## config.mk

```make
export PLATFORM = sky130hd
export DESIGN_NAME = alu_arbiter
export DESIGN_NICKNAME = d
export VERILOG_FILES = /design/src/rtl/alu_arbiter.sv
export SDC_FILE = /design/constraint.sdc
export NUM_CORES = 1
export LEC_CHECK = 0
export CORE_MARGIN = 10
export CORE_UTILIZATION = 42
export DETAILED_ROUTE_END_ITERATION = 8
export HOLD_SLACK_MARGIN = 0.02
export PLACE_DENSITY = 0.79
export REMOVE_ABC_BUFFERS = 1
export SLEW_MARGIN = 10
export SYNTH_ARGS = -nofsm -noshare
export SYNTH_HDL_FRONTEND = slang
export SYNTH_SLANG_ARGS = --single-unit
export TNS_END_PERCENT = 50
```

## constraint.sdc

```tcl
create_clock -name clk -period 3.95 [get_ports clk]
set_input_delay 0.79 -clock clk [delete_from_list [all_inputs] [get_ports clk]]
set_output_delay 0.79 -clock clk [all_outputs]
set_load 0.01 [all_outputs]
```

## src/rtl/alu_arbiter.sv

```systemverilog
// Round-robin arbiter sharing one 64-bit add/sltu ALU between two requesters.
// The result is registered and held until the owning port accepts it.
module alu_arbiter #(
  parameter int WIDTH = 64
) (
  input  logic             clk,
  input  logic             rst_n,
  input  logic             req0_valid,
  output logic             req0_ready,
  input  logic [WIDTH-1:0] req0_src1,
  input  logic [WIDTH-1:0] req0_src2,
  input  logic [1:0]       req0_aluop,
  input  logic             req1_valid,
  output logic             req1_ready,
  input  logic [WIDTH-1:0] req1_src1,
  input  logic [WIDTH-1:0] req1_src2,
  input  logic [1:0]       req1_aluop,
  output logic             rsp0_valid,
  input  logic             rsp0_ready,
  output logic             rsp1_valid,
  input  logic             rsp1_ready,
  output logic [WIDTH-1:0] rsp_result
);

  typedef enum logic {
    IDLE = 1'b0,
    HOLD = 1'b1
  } state_t;

  state_t           state_q, state_d;
  logic             own_q, own_d;
  logic             last_q, last_d;
  logic [WIDTH-1:0] result_q, result_d;

  logic             rsp_fire;
  logic             free;
  logic             grant0, grant1;
  logic             fire0, fire1;
  logic [WIDTH-1:0] alu_a, alu_b;
  logic [1:0]       alu_op;
  logic [WIDTH-1:0] add_res, sltu_res, alu_res;

  // Arbitration: a lone valid port wins; on contention the port not granted last wins.
  always_comb begin
    rsp_fire   = (state_q == HOLD) && (own_q ? rsp1_ready : rsp0_ready);
    free       = (state_q == IDLE) || rsp_fire;
    grant0     = req0_valid && (!req1_valid || last_q);
    grant1     = req1_valid && (!req0_valid || !last_q);
    req0_ready = free && grant0;
    req1_ready = free && grant1;
    fire0      = req0_valid && req0_ready;
    fire1      = req1_valid && req1_ready;
  end

  // Shared ALU, steered by the granted port; op bits are OR-merged.
  always_comb begin
    alu_a    = grant1 ? req1_src1  : req0_src1;
    alu_b    = grant1 ? req1_src2  : req0_src2;
    alu_op   = grant1 ? req1_aluop : req0_aluop;
    add_res  = alu_a + alu_b;
    sltu_res = {{(WIDTH-1){1'b0}}, (alu_a < alu_b)};
    alu_res  = (alu_op[0] ? add_res : '0) | (alu_op[1] ? sltu_res : '0);
  end

  always_comb begin
    state_d  = state_q;
    own_d    = own_q;
    last_d   = last_q;
    result_d = result_q;
    if (fire0 || fire1) begin
      state_d  = HOLD;
      own_d    = fire1;
      last_d   = fire1;
      result_d = alu_res;
    end else if (rsp_fire) begin
      state_d = IDLE;
    end
  end

  always_ff @(posedge clk or negedge rst_n) begin
    if (!rst_n) begin
      state_q  <= IDLE;
      own_q    <= 1'b0;
      last_q   <= 1'b1;
      result_q <= '0;
    end else begin
      state_q  <= state_d;
      own_q    <= own_d;
      last_q   <= last_d;
      result_q <= result_d;
    end
  end

  assign rsp0_valid = (state_q == HOLD) && !own_q;
  assign rsp1_valid = (state_q == HOLD) && own_q;
  assign rsp_result = result_q;

endmodule

```

# ---- Yosys cells after proc, flatten, opt, wreduce, memory -nomap -nowiden
# Cells that the tools add are included.
dict set report word_totals {
  regBits 67
  input_bits 266
  out_inout_bits 68
  elab_cells 34
}
dict set report classes {
  n_addsub 1
  order_cmp 1
  mux 8
  n_bitwise 2
  reduce_logical 18
}
# operator n
set ops {}
lappend ops {{$mux W64} 3}
lappend ops {{$add A64 B64 Y64} 1}
lappend ops {{$lt A64 B64 Y1} 1}
lappend ops {{$or A64 B1 Y64} 1}
lappend ops {{$logic_and A1 B1 Y1} 9}
lappend ops {{$logic_not A1 Y1} 4}
lappend ops {{$logic_or A1 B1 Y1} 4}
lappend ops {{$mux W1} 4}
lappend ops {{$mux W2} 1}
lappend ops {{$reduce_bool A2 Y1} 1}
lappend ops {{$not A1 Y1} 1}

# ---- Depth between registers and ports, before layout
# Gate-level depths: netlist of run 1.
dict set report depth {
  depth_word 7
  depth_mapped 18
}

# ---- Worst setup path after synthesis of run 1
# OpenSTA, ideal clock, no wires.
dict set report synth_path {
  path_kind {in2reg}
  start {in req0_valid}
  end {reg result_q[60] (netlist: rsp_result[60])}
  setup_ps 122
  arrival_time_ps 4441
  required_ps 3828
  path_slack_ps -613
  cell_stages 18
  path_buffers 3
  cell_sequence {nand2_1 and2_1 clkbuf_1 clkbuf_1 buf_1 nand2_1 nand2_1 ha_1 fa_1 a21oi_1 o211ai_2 nand4_1 a311o_1 a2111oi_4 o2111ai_2 a2111oi_1 o21ai_1 a32o_1}
}
dict set report synth_between {
  elab_chain_len 7
  elab_cells_between_ends 15
}
# item line_no
set synth_lines {}
lappend synth_lines {{from (decl)} 8} ;# input logic req0_valid,
lappend synth_lines {{$logic_not A1 Y1} 48} ;# grant1 = req1_valid && (!req0_valid || !last_q);
lappend synth_lines {{$logic_or A1 B1 Y1} 48}
lappend synth_lines {{$logic_and A1 B1 Y1} 48}
lappend synth_lines {{$mux W64 (on tied branches)} {57, 58}}
lappend synth_lines {{$add A64 B64 Y64} 60} ;# add_res = alu_a + alu_b;
lappend synth_lines {{$mux W64} 62} ;# alu_res = (alu_op[0] ? add_res : '0) | (alu_op[1] ? sltu_res : '0);
lappend synth_lines {{$or A64 B1 Y64} 62}
lappend synth_lines {{to (signal assigned)} 90} ;# result_q <= result_d;
lappend synth_lines {{to (decl)} 33} ;# logic [WIDTH-1:0] result_q, result_d;
# Parallel ways exist; a longest one is shown, timed or not.
# A chain may end at the register's enable or synchronous reset.

# ---- Worst setup path in the final report of run 1
dict set report layout_path {
  start {in req0_valid}
  end {reg result_q[56] (netlist: rsp_result[56])}
}
# The elaborated chain is that of the path after synthesis.

==> summary.txt, run 1 <==
Drt
  • Post-route ant nets: 0
  • DR DRC count: 0
  • Drt first pass iters: 7
  • Iteration-0 DRC Markers: 901
  • Vias per inst: 5.37
  • DR vias: 12200
  • Total Routed Length: 40400 um
  • DR WL/cell: 17.7 um

Run
  • Max cap viols: 0

CTS
  • CTS root buffer: clkbuf_16
  • CTS tree: built
  • CTS Sinks: 67
  • Clock transition at path regs: 0.06 ns
  • Total CTS buffers: 9
  • Hold Buf Count CTS: 0
  • Clk buf depth: 2
  • H-Tree Depth: 3
  • Clock insertion delay at the later pin of the skew report: 0.35 ns

Placement
  • DP HPWL: 31500 um
  • RD Place Congestion: 0.942
  • Port bufs: 333
  • Post-DP Area: 14900 um2

Global routing
  • Initial antenna violation count: 0
  • First-pass GRT wire length: 60600 um
  • Overflow after GRT: 0
  • Total track usage: 0.255
  • Vias in the first global route: 11900
  • Largest net degree at the start of global routing: 68

Min path
  • Hold wc startpoint: rsp_result[41]$_DFFE_PN0P_
  • WHS Path Cells: 2
  • HP Class: reg -> reg
  • Hold endpoint: rsp_result[41]$_DFFE_PN0P_

Pwr
  • Total design power: 8.18 mW
  • P_leak: 7.95 nW
  • Pwr per Cell Area: 507 nW/um2
  • Peak supply drop: 0.000274 V

STA
  • Worst-margin pin slew: 0.956 ns
  • Final Setup Violations: 0
  • Unrepaired setup endpoints after global routing: true
  • FMAX: 258 MHz
  • Clock Skew: 0.00608 ns
  • Fin crit share: 0.980
  • Final Hold Violating Endpoints: 0
  • Slew headroom: 0.363
  • Fin Hold WS: 0.473 ns
  • Period minus WS final: 3.87 ns
  • Final Max Slew Viols: 0

Critical path
  • Critical Path End Type: flop
  • Critical path launch point type: primary input
  • FF-to-FF setup slack: 0.12 ns
  • Largest fanout on the critical path: 26
  • Worst R2R Path Depth: 22
  • RR Startpoint: last_q$_DFFE_PN1P_
  • CP Data Arrival Time: 4.11 ns
  • Worst path required time: 4.19 ns
  • R2r endpoint: rsp_result[18]$_DFFE_PN0P_
  • Setup CP Type: in -> reg

Synthesis
  • Unique masters post-synth: 69
  • Register area share after synthesis: 0.179
  • Post-synth top flop: dfrtp_1
  • Yosys warning total: 0
  • Number of synthesized flops with an enable pin: 0
  • Yosys reg bits: 67
  • Synth Instances: 1424
  • Post-synthesis cell area: 9370 um2
  • Fraction of registers with async set/reset: 1.00
  • Mean Syn Cell Area: 6.58 um2

Layout
  • Share of cells above drive strength 1: 0.213
  • N_diodes: 0
  • Net count, final: 2389
  • Fill cells: 1686
  • Post-Route Utilization: 0.737
  • Area Growth Syn to Fin: 72.2%
  • Design Area, Final: 16100 um2

Floorplanning
  • Die H: 169 um
  • IO Count: 334
  • Die footprint: 28700 um2
  • Starting Density: 0.428
  • Core area: 21900 um2
  • Number of cell rows: 54
  • Die width: 169 um

Status
  • Status: finished, final reports clean
-- cell families after synthesis --
kind of cell | synth area share
compound gates | 0.232
xor+xnor | 0.0458
fa+ha+maj | 0.172
buf+inv | 0.0741
flops | 0.179
mux | 0.00534
simple gates | 0.292
-- critical path, stage by stage --
cell and delay (ns):
buf_4 0.14, nand2_8 0.10, nand2_8 0.10, buf_12 0.15, buf_16 0.14, buf_12 0.16, nand2_1 0.08, nand2_1 0.11
ha_4 0.30, nand2_1 0.08, nor2_2 0.16, nand3_2 0.13, or2_4 0.28, a2111oi_4 0.36, o2111ai_4 0.24, a2111oi_4 0.41
o21ai_1 0.11, a32o_1 0.25
-- placed cells by master (no fill, tap or decap), drive strengths merged, types with 5 or more instances in the layout --
| master | netlist | layout |
|---|---|---|
| nand2b | 7 | 7 |
| a21o | 41 | 41 |
| o21ai | 93 | 93 |
| mux2i | 5 | 5 |
| nand4 | 23 | 23 |
| o21a | 7 | 7 |
| xor2 | 19 | 19 |
| nor4 | 15 | 15 |
| nor2b | 6 | 6 |
| ha | 127 | 127 |
| and4 | 5 | 5 |
| nand2 | 484 | 485 |
| dfrtp | 66 | 66 |
| o21bai | 23 | 23 |
| and2 | 10 | 12 |
| buf | 17 | 307 |
| a31oi | 7 | 7 |
| a21oi | 97 | 97 |
| nand3 | 13 | 13 |
| o211ai | 5 | 5 |
| clkdlybuf4s50 | 0 | 328 |
| or3 | 8 | 8 |
| nor3 | 10 | 10 |
| o2111ai | 5 | 5 |
| nor2 | 62 | 62 |
| inv | 99 | 99 |
| a211oi | 7 | 7 |
| clkbuf | 65 | 13 |
| a221oi | 5 | 5 |
| xnor2 | 30 | 30 |
| a2111oi | 6 | 6 |
-- area by class of cell --
cell class	instances	area, um2	share of cell area
clock inverters	4	27.5	0.00171
inverters	100	375	0.0233
clock buffers	11	243	0.0150
multi-input cells	1178	7650	0.474
flip-flops and latches	67	1680	0.104
well taps	280	350	0.0217
repair buffers	639	5810	0.360
-- stage by stage --
stage	cells	setup TNS, ns	worst slack (ns)
finish	2279	0	0.0792
global route	2279	-0.355	-0.0988
global placement	2238	-19.50	-0.766
floorplan	1342	-121.92	-2.38
detailed placement	2238	-23.39	-0.853
CTS	2269	0	0.00949
-- repair_timing --
item	CTS	global route
endpoints found under the hold margin	0	0
setup buffers	12	8
gates cloned	4	2
setup endpoints to repair	34	30
pin swaps	15	45
gates resized for setup	55	78
-- flip-flops by register name (all words and copies together) (netlist names) --
name / flops
own_q: 1
last_q: 1
rsp_result: 64
state_q: 1
-- power by group --
part / switching [mW] / total [mW] / leakage, nW / internal, mW
Combinational: 3.11 / 6.20 / 6.96 / 3.09
Clock: 0.336 / 0.773 / 0.124 / 0.438
Sequential: 0.206 / 1.22 / 0.864 / 1.01
-- metal layers --
| metal | vias to the layer above | wire length (um) | track usage |
|---|---|---|---|
| met5 | - | 0 | 0 |
| met4 | 0 | 1210 | 0.0893 |
| met3 | 78 | 3270 | 0.0597 |
| met2 | 525 | 19800 | 0.451 |
| met1 | 5690 | 16000 | 0.295 |
| li1 | 5936 | - | - |
-- cell usage after synthesis, drive strengths merged, types with 2 or more instances --
library cell / n / area, um2
or2: 3 / 18.8
a32o: 4 / 40.0
a2111oi: 6 / 80.1
buf: 17 / 75.1
xor2: 19 / 166
a22o: 4 / 35.0
dfrtp: 66 / 1650
nor2b: 6 / 37.5
nand2b: 7 / 43.8
o311ai: 2 / 17.5
a211oi: 7 / 52.6
a221o: 3 / 30.0
mux2i: 5 / 50.1
a211o: 4 / 36.3
a21o: 41 / 308
a31o: 4 / 35.0
inv: 99 / 372
or3: 8 / 50.1
a221oi: 5 / 43.8
and2: 10 / 63.8
o2111ai: 5 / 50.0
nor4: 15 / 93.8
o221ai: 4 / 35.0
nand3b: 2 / 15.0
ha: 127 / 1590
o21bai: 23 / 173
o21a: 7 / 52.6
nand4: 23 / 144
nor3: 10 / 50.1
o211ai: 5 / 42.5
and3: 4 / 25.0
and4: 5 / 43.8
nand2: 484 / 1820
a21oi: 97 / 485
xnor2: 30 / 263
o21ai: 93 / 465
o31ai: 4 / 35.0
clkbuf: 65 / 244
or4: 2 / 15.0
a31oi: 7 / 43.8
nor2: 62 / 233
nand3: 13 / 65.1
-- how the worst max path moves through the flow --
stage,startpoint,end,cells after the start
2_1_floorplan,req0_valid,rsp_result[0]$_DFFE_PN0P_,8
3_3_place_gp,req0_valid,rsp_result[60]$_DFFE_PN0P_,16
3_5_place_dp,req0_valid,rsp_result[60]$_DFFE_PN0P_,16
4_1_cts,req0_valid,rsp_result[48]$_DFFE_PN0P_,17
5_1_grt,req0_valid,rsp_result[56]$_DFFE_PN0P_,18
6_report,req0_valid,rsp_result[56]$_DFFE_PN0P_,18
No activity file was read; power rests on OpenSTA's default activity.
==> inputs of run 2 (changes only) <==
--- a/config.mk
+++ b/config.mk
@@ -5,7 +5,6 @@
 export SDC_FILE = /design/constraint.sdc
 export NUM_CORES = 1
 export LEC_CHECK = 0
-export CORE_MARGIN = 10
 export CORE_UTILIZATION = 42
 export DETAILED_ROUTE_END_ITERATION = 8
 export HOLD_SLACK_MARGIN = 0.02
==> run 2 against run 1 <==
  * The flow now finishes with violations (setup timing)
  * Worst hold slack improved by 0.0042 ns
  * Clock power increased by 10%
  * First-iteration DRC count decreased by 29%
  * Register-to-register slack got worse by 0.11 ns
  * Setup slack got worse by 0.093 ns
==> summary.txt, run 2 (synthesis gave the netlist of run 1 again) <==
Status
  • Status: complete, but fails checks (was finished, final reports clean)
  • Violated checks: setup timing

Floorplanning
  • Die footprint: 22900 um2 (was 28700 um2)
  • Starting Density: 0.429 (was 0.428)
  • Die width: 151 um (was 169 um)
  • Die H: 151 um (was 169 um)
  • Number of cell rows: 54 (unchanged)
  • IO Count: 334 (unchanged)
  • Core area: 21800 um2 (was 21900 um2)

STA
  • Fin Hold WS: 0.477 ns (was 0.473 ns)
  • FMAX: 252 MHz (was 258 MHz)
  • Fin crit share: 1.00 (was 0.980)
  • Slew headroom: 0.378 (was 0.363)
  • Period minus WS final: 3.96 ns (was 3.87 ns)
  • Final Setup Violations: 2 (was 0)
  • Final Hold Violating Endpoints: 0 (unchanged)
  • Final worst slack: -0.0134 ns (was 0.0792 ns)
  • Unrepaired setup endpoints after global routing: true (unchanged)
  • Clock Skew: 0.00436 ns (was 0.00608 ns)
  • Worst-margin pin slew: 0.934 ns (was 0.956 ns)
  • Final Max Slew Viols: 0 (unchanged)

CTS
  • Clk buf depth: 2 (unchanged)
  • H-Tree Depth: 3 (unchanged)
  • Clock transition at path regs: 0.06 ns (about the same)
  • CTS Sinks: 67 (unchanged)
  • Hold Buf Count CTS: 0 (unchanged)
  • Clock insertion delay at the later pin of the skew report: 0.35 ns (about the same)
  • Total CTS buffers: 9 (unchanged)
  • CTS tree: built (unchanged)
  • CTS root buffer: clkbuf_16 (unchanged)

Critical path
  • Setup CP Type: in -> reg (unchanged)
  • Critical Path End Type: flop (unchanged)
  • Cell family with most CP delay: compound AO/OA/AOI/OAI gates (unchanged)
  • Crit-path slowest cell: clkdlybuf4s50_1 (was a2111oi_4)
  • Critical path launch point type: primary input (unchanged)
  • Largest fanout on the critical path: 5 (was 26)
  • Crit path top cell by count: nand2_1 (unchanged)
  • CP Data Arrival Time: 4.20 ns (was 4.11 ns)
  • Worst path required time: 4.19 ns (about the same)
  • CP bufs+invs: 1 (was 4)
  • FF-to-FF setup slack: 0.01 ns (was 0.12 ns)
  • CP cell instances: clkdlybuf4s50_1 -> nand2_1 -> nand2_1 -> ha_1 -> nand2_1 -> o21ai_2 -> nand3_2 -> a311o_1 -> a2111oi_4 -> o2111ai_4 -> a2111oi_4 -> o21ai_1 -> a32o_1 (was buf_4 -> nand2_8 -> nand2_8 -> buf_12 -> buf_16 -> buf_12 -> nand2_1 -> nand2_1 -> ha_4 -> nand2_1 -> nor2_2 -> nand3_2 -> or2_4 -> a2111oi_4 -> o2111ai_4 -> a2111oi_4 -> o21ai_1 -> a32o_1)
  • Worst path max stage delay: 0.54 ns (was 0.41 ns)

Global routing
  • Initial antenna violation count: 1 (was 0)
  • Vias in the first global route: 11700 (was 11900)
  • Largest net degree at the start of global routing: 68 (unchanged)
  • Overflow after GRT: 0 (unchanged)
  • Total track usage: 0.314 (was 0.255)
  • First-pass GRT wire length: 56700 um (was 60600 um)

Pwr
  • Pwr per Cell Area: 513 nW/um2 (was 507 nW/um2)
  • P_leak: 7.98 nW (was 7.95 nW)
  • Peak supply drop: 0.000240 V (was 0.000274 V)
  • Seq pwr share: 0.147 (was 0.149)
  • Switching share of total power: 0.439 (was 0.446)
  • Internal power: 4.61 mW (was 4.54 mW)
  • Combinational Power Share: 0.750 (was 0.757)
  • Clock share of power: 0.104 (was 0.094)
  • NetSw: 3.61 mW (was 3.65 mW)

Drt
  • Post-route ant nets: 0 (unchanged)
  • Vias per inst: 5.40 (was 5.37)
  • DR vias: 12300 (was 12200)
  • DR WL/cell: 16.6 um (was 17.7 um)
  • Iteration-0 DRC Markers: 639 (was 901)
  • Total Routed Length: 37700 um (was 40400 um)
  • DR DRC count: 0 (unchanged)
  • Drt first pass iters: 5 (was 7)

Run
  • Max cap viols: 0 (unchanged)

Layout
  • Area Growth Syn to Fin: 71.3% (was 72.2%)
  • Net count, final: 2384 (was 2389)
  • Commonest non-fill, non-tap cell in the layout: nand2_1 (unchanged)
  • Most frequent cells in the layout: nand2_1 (461), clkdlybuf4s50_1 (330), buf_4 (294) (was nand2_1 (457), clkdlybuf4s50_1 (328), buf_4 (292))
  • Largest register FFs: 64 (unchanged)
  • Design Area, Final: 16100 um2 (about the same)
  • Share of cells above drive strength 1: 0.210 (was 0.213)

Min path
  • HP Class: reg -> reg (unchanged)

Placement
  • DP HPWL: 28200 um (was 31500 um)
  • Post-DP Area: 15000 um2 (was 14900 um2)
  • RD Place Congestion: 0.934 (was 0.942)
  • Port bufs: 333 (unchanged)
## run 2: cell types whose count changed in the layout (fill, tap and decap cells not counted), sizes merged, moves of 2 or more
cell           before  now
buf               307  303
clkinvlp            3    0
and2               12   10
bufbuf              0    2
clkdlybuf4s50     328  330
diode               0    2
dlymetal6s2s        2    0
## run 2: final timing paths
path                                             from                    endpoint  depth (start not counted)
setup reg to reg                   last_q$_DFFE_PN1P_  rsp_result[60]$_DFFE_PN0P_                         15
min in group asynchronous                       rst_n   rsp_result[7]$_DFFE_PN0P_                          1
hold reg to reg            rsp_result[41]$_DFFE_PN0P_  rsp_result[41]$_DFFE_PN0P_                          2
setup / recovery                         req1_src1[9]  rsp_result[60]$_DFFE_PN0P_                         13
hold / removal             rsp_result[41]$_DFFE_PN0P_  rsp_result[41]$_DFFE_PN0P_                          2
max in group asynchronous                       rst_n  rsp_result[37]$_DFFE_PN0P_                          1
## run 2: repair_timing
item,4_1_cts,5_1_grt
pin swaps,21,47
cloned,2,1
endpoints found under the hold margin,0,0
resized for setup,49,79
endpoints found under the setup margin,36,30
setup buffers,6,10
## run 2: through the flow
| stage | TNS [ns] | setup slack [ns] | std cells | total power [mW] | utilization |
|---|---|---|---|---|---|
| 2_1_floorplan | -121.92 | -2.38 | 1342 | 3.96 | - |
| 3_3_place_gp | -20.43 | -0.783 | 2241 | 6.68 | 0.686 |
| 3_5_place_dp | -24.21 | -0.840 | 2241 | 6.83 | 0.686 |
| 4_1_cts | 0 | 0.00356 | 2263 | 7.89 | 0.714 |
| 5_1_grt | -0.716 | -0.165 | 2274 | 8.81 | 0.735 |
| 6_report | -0.0243 | -0.0134 | 2275 | 8.23 | 0.735 |
## run 2: power by group through the flow
stage | Combinational, mW | Sequential [mW] | Clock, mW
2_1_floorplan | 2.64 | 1.32 | 0
3_3_place_gp | 5.49 | 1.19 | 0
3_5_place_dp | 5.62 | 1.21 | 0
4_1_cts | 5.83 | 1.20 | 0.857
5_1_grt | 6.69 | 1.24 | 0.885
6_report | 6.17 | 1.21 | 0.852
## run 2: final cells by class
cell class,instances,area (um2)
diodes,2,5.00
inverters,100,375
multi-input cells,1175,7570
flip-flops and latches,67,1680
repair buffers,637,5770
clock inverters,2,35.0
well taps,280,350
fillers,1623,5770
clock buffers,12,267
## run 2: per-layer routing
metal | routed length, um | part of all wire | track usage
met4 | 1740 | 0.046 | 0.176
met3 | 2850 | 0.076 | 0.0578
met1 | 14900 | 0.40 | 0.363
met5 | 0 | 0 | 0
met2 | 18200 | 0.48 | 0.544
## run 2: worst min-delay path: cells and delay by family, from the launching register on
family / cells / cell delay (ns)
simple gates: 1 / 0.04
compound gates: 1 / 0.06
flops: 1 / 0.34
